### config.mk
export PLATFORM = sky130hd
export DESIGN_NAME = camera_capture
export DESIGN_NICKNAME = d
export VERILOG_FILES = /design/src/rtl/cam_pkg.sv /design/src/rtl/cam_sync.sv /design/src/rtl/camera_capture.sv
export SDC_FILE = /design/constraint.sdc
export NUM_CORES = 1
export LEC_CHECK = 0
export CAP_MARGIN = 0
export CORE_UTILIZATION = 45
export DETAILED_ROUTE_END_ITERATION = 16
export PLACE_DENSITY = 0.72
export SLEW_MARGIN = 20
export SYNTH_ARGS = -nofsm -noshare
export SYNTH_HDL_FRONTEND = slang
export SYNTH_HIERARCHICAL = 1
export SYNTH_SLANG_ARGS = --single-unit
### constraint.sdc
create_clock -name CLK -period 2.39 [get_ports CLK]
set_input_delay 0.239 -clock CLK [delete_from_list [all_inputs] [get_ports CLK]]
set_output_delay 0.239 -clock CLK [all_outputs]
set_load 0.005 [all_outputs]
### src/rtl/cam_pkg.sv
// cam_pkg: shared types and constants for the camera capture block.
// Holds the capture FSM state enum, default frame geometry, RGB332 colour
// constants and the colour-bar table used by the optional test pattern.
package cam_pkg;

  typedef enum logic [1:0] {
    S_SYNC = 2'd0,  // waiting for a full VSYNC high-low pulse
    S_LINE = 2'd1,  // between lines, waiting for HREF
    S_HI   = 2'd2,  // next byte on the bus is the RGB565 high byte
    S_LO   = 2'd3   // next byte on the bus is the RGB565 low byte
  } cam_state_t;

  localparam int DEF_SCREEN_WIDTH  = 176;
  localparam int DEF_SCREEN_HEIGHT = 144;
  localparam int ADDR_W            = 15;

  localparam logic [ADDR_W-1:0] BAR_WIDTH = 15'd22;

  localparam logic [7:0] RGB_RED     = 8'hE0;
  localparam logic [7:0] RGB_GREEN   = 8'h1C;
  localparam logic [7:0] RGB_BLUE    = 8'h03;
  localparam logic [7:0] RGB_WHITE   = 8'hFF;
  localparam logic [7:0] RGB_YELLOW  = 8'hFC;
  localparam logic [7:0] RGB_CYAN    = 8'h1F;
  localparam logic [7:0] RGB_MAGENTA = 8'hE3;
  localparam logic [7:0] RGB_BLACK   = 8'h00;

  // Eight vertical bars, left to right.
  function automatic logic [7:0] bar_color(input logic [2:0] idx);
    logic [7:0] color;
    case (idx)
      3'd0:    color = RGB_WHITE;
      3'd1:    color = RGB_YELLOW;
      3'd2:    color = RGB_CYAN;
      3'd3:    color = RGB_GREEN;
      3'd4:    color = RGB_MAGENTA;
      3'd5:    color = RGB_RED;
      3'd6:    color = RGB_BLUE;
      3'd7:    color = RGB_BLACK;
      default: color = RGB_BLACK;
    endcase
    return color;
  endfunction

  // Bar number for a pixel column; columns past the last bar stay on bar 7.
  function automatic logic [2:0] bar_index(input logic [ADDR_W-1:0] x);
    logic [ADDR_W-1:0] q;
    q = x / BAR_WIDTH;
    if (q > 15'd7) begin
      return 3'd7;
    end else begin
      return q[2:0];
    end
  endfunction

endpackage

### src/rtl/cam_sync.sv
// cam_sync: brings the camera bus into the CLK domain.
// PCLK, HREF, VSYNC and DATA share one 2-flop synchronizer so their relative
// timing is preserved; a third register on PCLK yields a rising-edge strobe.
module cam_sync (
  input  logic       clk,
  input  logic       reset_n,
  input  logic       cam_pclk,
  input  logic       cam_href,
  input  logic       cam_vsync,
  input  logic [7:0] cam_data,
  output logic       pclk_rise_s,
  output logic       href_s,
  output logic       vsync_s,
  output logic [7:0] data_s
);

  logic [10:0] stage1_r;
  logic [10:0] stage2_r;
  logic        pclk_prev_r;

  // Two synchronizer stages for the whole bus plus the PCLK history bit.
  always_ff @(posedge clk) begin
    if (!reset_n) begin
      stage1_r    <= 11'd0;
      stage2_r    <= 11'd0;
      pclk_prev_r <= 1'b0;
    end else begin
      stage1_r    <= {cam_pclk, cam_href, cam_vsync, cam_data};
      stage2_r    <= stage1_r;
      pclk_prev_r <= stage2_r[10];
    end
  end

  assign pclk_rise_s = stage2_r[10] & ~pclk_prev_r;
  assign href_s      = stage2_r[9];
  assign vsync_s     = stage2_r[8];
  assign data_s      = stage2_r[7:0];

endmodule

### src/rtl/camera_capture.sv
// camera_capture: captures RGB565 camera lines into an RGB332 frame buffer.
// Bytes are sampled on synchronized PCLK rising edges; each completed pixel
// produces a one-cycle W_EN with its address x + y*SCREEN_WIDTH.
// Build option: define CAM_TEST_PATTERN_EN to replace the pixel value with
// eight vertical colour bars (timing, W_EN and W_ADDR are unaffected).
module camera_capture
  import cam_pkg::*;
#(
  parameter int SCREEN_WIDTH  = DEF_SCREEN_WIDTH,
  parameter int SCREEN_HEIGHT = DEF_SCREEN_HEIGHT
) (
  input  logic              CLK,
  input  logic              RESET_N,
  input  logic              CAM_PCLK,
  input  logic              CAM_HREF,
  input  logic              CAM_VSYNC,
  input  logic [7:0]        CAM_DATA,
  output logic [7:0]        PIXEL_DATA,
  output logic [ADDR_W-1:0] W_ADDR,
  output logic              W_EN,
  output logic              FRAME_DONE,
  output logic              LINE_ERR,
  output logic [7:0]        FRAME_COUNT
);

  localparam logic [ADDR_W-1:0] WIDTH_C  = ADDR_W'(SCREEN_WIDTH);
  localparam logic [ADDR_W-1:0] HEIGHT_C = ADDR_W'(SCREEN_HEIGHT);

  logic              pclk_rise_s;
  logic              href_s;
  logic              vsync_s;
  logic [7:0]        data_s;

  cam_state_t        state_r;
  logic [5:0]        hi_r;          // only the high-byte bits kept in RGB332
  logic [ADDR_W-1:0] x_r;
  logic [ADDR_W-1:0] y_r;
  logic [ADDR_W-1:0] line_base_r;   // tracks y_r * SCREEN_WIDTH
  logic              href_prev_r;
  logic              vsync_prev_r;
  logic [7:0]        pixel_r;
  logic [ADDR_W-1:0] addr_r;
  logic              w_en_r;
  logic              frame_done_r;
  logic              line_err_r;
  logic [7:0]        frame_count_r;

  logic              href_rise_s;
  logic              href_fall_s;
  logic              vsync_rise_s;
  logic              vsync_fall_s;
  logic              byte_s;
  logic              x_in_range_s;
  logic              y_in_range_s;
  logic [7:0]        pixel_next_s;

  cam_sync u_sync (
    .clk         (CLK),
    .reset_n     (RESET_N),
    .cam_pclk    (CAM_PCLK),
    .cam_href    (CAM_HREF),
    .cam_vsync   (CAM_VSYNC),
    .cam_data    (CAM_DATA),
    .pclk_rise_s (pclk_rise_s),
    .href_s      (href_s),
    .vsync_s     (vsync_s),
    .data_s      (data_s)
  );

  // HREF/VSYNC are level-tracked every CLK so the line state is settled
  // before the first byte's PCLK edge arrives; bytes need a PCLK edge.
  assign href_rise_s  = href_s & ~href_prev_r;
  assign href_fall_s  = ~href_s & href_prev_r;
  assign vsync_rise_s = vsync_s & ~vsync_prev_r;
  assign vsync_fall_s = ~vsync_s & vsync_prev_r;
  assign byte_s       = pclk_rise_s & href_s;
  assign x_in_range_s = (x_r < WIDTH_C);
  assign y_in_range_s = (y_r < HEIGHT_C);

`ifdef CAM_TEST_PATTERN_EN
  assign pixel_next_s = bar_color(bar_index(x_r));
`else
  assign pixel_next_s = {hi_r, data_s[4:3]};
`endif

  // Capture FSM with counters and registered frame-buffer outputs.
  always_ff @(posedge CLK) begin
    if (!RESET_N) begin
      state_r       <= S_SYNC;
      hi_r          <= 6'd0;
      x_r           <= 15'd0;
      y_r           <= 15'd0;
      line_base_r   <= 15'd0;
      href_prev_r   <= 1'b0;
      vsync_prev_r  <= 1'b0;
      pixel_r       <= 8'd0;
      addr_r        <= 15'd0;
      w_en_r        <= 1'b0;
      frame_done_r  <= 1'b0;
      line_err_r    <= 1'b0;
      frame_count_r <= 8'd0;
    end else begin
      w_en_r       <= 1'b0;
      frame_done_r <= 1'b0;
      href_prev_r  <= href_s;
      vsync_prev_r <= vsync_s;

      if (vsync_rise_s) begin
        // A new frame boundary always wins; any partial line is abandoned.
        if (state_r != S_SYNC) begin
          frame_done_r  <= 1'b1;
          frame_count_r <= frame_count_r + 8'd1;
        end
        state_r     <= S_SYNC;
        x_r         <= 15'd0;
        y_r         <= 15'd0;
        line_base_r <= 15'd0;
      end else begin
        case (state_r)
          S_SYNC: begin
            x_r         <= 15'd0;
            y_r         <= 15'd0;
            line_base_r <= 15'd0;
            if (vsync_fall_s) begin
              state_r <= S_LINE;
            end
          end

          S_LINE: begin
            if (href_rise_s) begin
              state_r <= S_HI;
            end
          end

          S_HI: begin
            if (href_fall_s) begin
              x_r <= 15'd0;
              if (y_in_range_s) begin
                y_r         <= y_r + 15'd1;
                line_base_r <= line_base_r + WIDTH_C;
              end
              state_r <= S_LINE;
            end else if (byte_s) begin
              hi_r    <= {data_s[7:5], data_s[2:0]};
              state_r <= S_LO;
            end
          end

          S_LO: begin
            if (href_fall_s) begin
              // Odd byte count: the dangling high byte is simply dropped.
              line_err_r <= 1'b1;
              x_r        <= 15'd0;
              if (y_in_range_s) begin
                y_r         <= y_r + 15'd1;
                line_base_r <= line_base_r + WIDTH_C;
              end
              state_r <= S_LINE;
            end else if (byte_s) begin
              if (x_in_range_s && y_in_range_s) begin
                w_en_r  <= 1'b1;
                pixel_r <= pixel_next_s;
                addr_r  <= line_base_r + x_r;
              end
              if (x_in_range_s) begin
                x_r <= x_r + 15'd1;
              end
              state_r <= S_HI;
            end
          end

          default: begin
            state_r <= S_SYNC;
          end
        endcase
      end
    end
  end

  assign PIXEL_DATA  = pixel_r;
  assign W_ADDR      = addr_r;
  assign W_EN        = w_en_r;
  assign FRAME_DONE  = frame_done_r;
  assign LINE_ERR    = line_err_r;
  assign FRAME_COUNT = frame_count_r;

endmodule
Word-level counts from Yosys, hierarchy flattened
Index checks and enable logic that the tools add are counted.
{"block": "word_totals", "inputBits": 13, "output_inout_bits": 34, "register_bits": 112}
{"block": "op_classes", "addsub": 5, "magnitude_cmp": 2, "muxes": 20, "bitwise": 16, "reduce_logical": 16, "eq_ne": 11}
{"operator": "$mux W15", "count": 8}
{"operator": "$pmux W15 S2", "count": 2}
{"operator": "$pmux W15 S3", "count": 1}
{"operator": "$add A15 B1 Y15 const B", "count": 2}
{"operator": "$lt A15 B8 Y1 const B", "count": 2}
{"operator": "$add A15 B15 Y15", "count": 1}
{"operator": "$add A15 B8 Y15 const B", "count": 1}
{"operator": "$mux W2", "count": 6}
{"operator": "$reduce_and A4 Y1", "count": 3}
{"operator": "$not A1 Y1", "count": 10}
{"operator": "$ne A3 B3 Y1 const B", "count": 3}
{"operator": "$add A8 B1 Y8 const B", "count": 1}
{"operator": "$pmux W2 S4", "count": 1}
{"operator": "$and A1 B1 Y1", "count": 6}
{"operator": "$ne A2 B2 Y1 const B", "count": 3}
{"operator": "$reduce_and A3 Y1", "count": 2}
{"operator": "$reduce_and A5 Y1", "count": 1}
{"operator": "$reduce_or A5 Y1", "count": 1}
{"operator": "$eq A2 B2 Y1 const B", "count": 2}
{"operator": "$ne A2 B1 Y1 const B", "count": 2}
{"operator": "$reduce_and A2 Y1", "count": 2}
{"operator": "$reduce_bool A2 Y1", "count": 2}
{"operator": "$reduce_or A2 Y1", "count": 2}
{"operator": "$reduce_bool A3 Y1", "count": 1}
{"operator": "other kinds (4)", "count": 5}

Depth between registers and ports, before layout
{"block": "depth", "depth_word": 6, "depth_mapped": 7}

Hierarchy
Netlist, hierarchy kept.
{"mod": "camera_capture", "n_inst": 1, "area_per_inst_um2": 3822.4, "cells_per_inst": 417}
{"mod": "cam_sync", "n_inst": 1, "area_per_inst_um2": 714.4, "cells_per_inst": 57}

Least setup slack after synthesis
No wires, ideal clock.
{"block": "synth_path", "path_kind": "register to register", "start": "register x_r[5]", "end": "register addr_r[14], in the netlist W_ADDR[14]", "t_arrival_ps": 1629, "path_buffers": 0, "stages_incl_launch_ff": 7, "slack_ps": 636, "cell_sequence": "dfxtp_1 -> ha_1 -> a211oi_1 -> o21ai_0 -> a311oi_1 -> xnor2_1 -> a21oi_1"}
{"block": "synth_via", "elab_chain_len": 3, "word_cells_on_any_way": 4, "cone_classes": "add/sub: 1; order compare: 1; reduce/logical: 2"}
{"element": "start, declared", "line_no": "camera_capture.sv:36", "text": "logic [ADDR_W-1:0] x_r;"}
{"element": "start signal, assigned", "line_no": "camera_capture.sv:166", "text": "x_r <= x_r + 15'd1;"}
{"element": "$lt A15 B8 Y1", "line_no": "camera_capture.sv:77", "text": "assign x_in_range_s = (x_r < WIDTH_C);"}
{"element": "$logic_and A1 B1 Y1", "line_no": "camera_capture.sv:160", "text": "if (x_in_range_s && y_in_range_s) begin"}
{"element": "$reduce_and A5 Y1 (no line)"}
{"element": "end signal, assigned", "line_no": "camera_capture.sv:163", "text": "addr_r <= line_base_r + x_r;"}
{"element": "end, declared", "line_no": "camera_capture.sv:42", "text": "logic [ADDR_W-1:0] addr_r;"}
Parallel ways exist; a longest one is shown, timed or not.
A chain may end at the register's enable or synchronous reset.

Final worst setup path
Ends and elaborated chain as after synthesis.

==> run summary <==
Area taken by multi-input logic gates: 2190 um^2
DIE AREA: 10500 um^2
Post-Syn Instances: 474
Hold WC Path Type: input port to register
Routed wire length: 8340 um
Gates resized, CTS repair: 0
TritonCTS clock tree: yes
Most instantiated cells after synthesis: 108 x dfxtp_1, 51 x nand2_1, 30 x nor2_1
Die width: 102 um
I/O pins: 47
Core area: 9770 um^2
Worst Setup Start Kind: register
WS Path Type: register to register
Max Cap Violations: 0
Synth area leaders: dfxtp_1 48%, nand2_1 4.2%, ha_1 3.9%
Area delta synth->final: 16.7%
Share of the synthesized area in the top cell type: 47.7%
H-tree Lvls: 3
Vias in the first global route: 3078
Setup Fix Bufs, Post-CTS: 0
Most common cell in the netlist: dfxtp_1
Pleak: 1.91 nW
Final Total Pwr: 3.08 mW
DRT iter0 DRCs: 91
Final nets: 541
Largest net degree at the start of global routing: 49
Max_slew headroom: 62.4%
Antenna-violating nets left: 0
Cell Area, Synth: 4540 um^2
CTS root buf: clkbuf_8
Synth Register Bits: 108
Slew Viols, Final: 0
IO buf count: 46
Clk_lat worst skew: 0.37 ns
Cell taking the most area after synthesis: dfxtp_1
CTS Buffer Depth: 2
First-pass GRT wire length: 14300 um
Max VDD drop: 297 uV
Overall routing resource usage: 17.6%
Critical Path Fanout Max: 5
Vias per cell: 5.06
TritonCTS Sinks: 108
Fin. Hold Viols: 0
First-pass detailed-route iteration total: 4
Routed wire length per instance: 12.8 um
Synthesized area per cell: 9.57 um^2
Slowest stage delay, CP: 0.39 ns
Register area: 2160 um^2
Hold_buf cts: 0
CP bufs+invs: 0
Crit-path cells: ha_1 > a211oi_1 > o21ai_0 > a311oi_1 > xnor2_1 > a21oi_1
Seq/Total Area, Yosys: 47.7%
Via count: 3301
HPWL after DPL: 6180 um
Netlist cell types: 52
Setup-failing EPs final: 0
CTS clock-pin slew for the worst setup and hold paths: 0.11 ns
Async set or reset register ratio after synthesis: 0%
Arrival @ worst endpoint: 2.28 ns
Peak Freq: 493 MHz
RSZ-0062 raised after global routing: false
Top FF cell, synth: dfxtp_1
Clock skew: 0.0146 ns
DIE HEIGHT: 102 um
Kind of cell adding the most delay to the critical path: compound AO/OA/AOI/OAI gates
Remaining DRCs: 0
Total global routing overflow: 0
Synthesized Nets: 501
Antenna violations before repair: 0
Crit-path slowest cell: a211oi_1
Count of flip-flops with a built-in enable after synthesis: 0
Power per cell area: 582 nW/um^2
Gpl congestion: 0.858
Worst Tran Pin Value: 0.559 ns
Site Rows: 36
Worst setup EP type: register
Fill cell count: 905
Fraction of layout cells with a size suffix above 1: 10.6%
Final min period: 2.03 ns
Outcome: finished clean
Initial Utilization: 46.4%
TritonCTS Buffers: 9
Fin crit share: 84.9%
Setup TNS: 0 ns
Syn. warnings: 6
Diode count: 0
Worst endpoint required time: 2.64 ns
[final cells by class]
type | count | area share, %
clock buffers | 9 | 2.34
clock inverters | 7 | 1.75
inverters | 6 | 0.425
multi-input cells | 334 | 41.4
flip-flops and latches | 108 | 40.8
well taps | 133 | 3.14
repair buffers | 55 | 10.1
[layout by cell type, fill, tap and decap left out, types with 14 or more instances in the layout]
cell	instances
a21boi_1	18
a21oi_1	17
and2_1	25
and2_2	17
clkdlybuf4s50_1	45
dfxtp_1	108
ha_1	14
nand2_1	51
nand3_1	14
nor2_1	30
o21ai_0	23
xnor2_1	15
[per-layer routing]
metal / GRT usage [%] / up-vias / wire (um) / share of wire, %
li1: - / 1704 / - / -
met1: 23.0 / 1528 / 3980 / 48
met2: 28.9 / 57 / 3970 / 48
met3: 2.94 / 12 / 269 / 3.2
met4: 7.14 / 0 / 123 / 1.5
met5: 0 / - / 0 / 0
[power by group]
part | leakage (nW) | switching [mW] | internal [mW]
Combinational | 0.937 | 0.0383 | 0.0450
Sequential | 0.875 | 0.00811 | 1.82
Clock | 0.103 | 0.662 | 0.511
[worst register-to-register path, stage by stage (launching register included)]
cell      delay (ns)
dfxtp_1         0.36
ha_1            0.35
a211oi_1        0.39
o21ai_0         0.25
a311oi_1        0.32
xnor2_1         0.16
a21oi_1         0.08
[flip-flops by register name, summed over array words and instances (netlist names), 6 cells and up]
register         cells
hi_r                 6
PIXEL_DATA           8
u_sync/stage1_r     11
x_r                 15
FRAME_COUNT          8
line_base_r         11
W_ADDR              15
u_sync/stage2_r     11
y_r                 15
[per-stage QoR]
stage	hold slack, ns	instance area, um^2	std cells	setup WS, ns	utilization (%)
after floorplan	0.366	4540	474	0.636	-
final	0.281	5290	652	0.360	54.2
after global routing	0.308	5290	652	0.186	54.2
after detailed placement	0.431	5080	636	0.425	51.9
after global placement	0.418	5080	636	0.461	51.9
after CTS	0.265	5290	652	0.384	54.2
[worst paths after layout]
kind                                    startpoint             to  slack [ns]  depth (start not counted)
worst max-delay path                        x_r[5]     W_ADDR[14]        0.36                          6
worst min-delay path                       RESET_N     W_ADDR[10]        0.28                          3
worst max register to register              x_r[5]     W_ADDR[14]        0.36                          6
worst min register to register  u_sync/stage2_r[3]  PIXEL_DATA[0]        0.45                          2
[cell families after synthesis]
family	synth area share, %
flops	47.7
xor+xnor	5.41
compound gates	13.1
fa+ha+maj	3.86
mux	1.54
simple gates	24.4
buf+inv	4.05
Note: power is estimated with default switching activity, not from simulation.
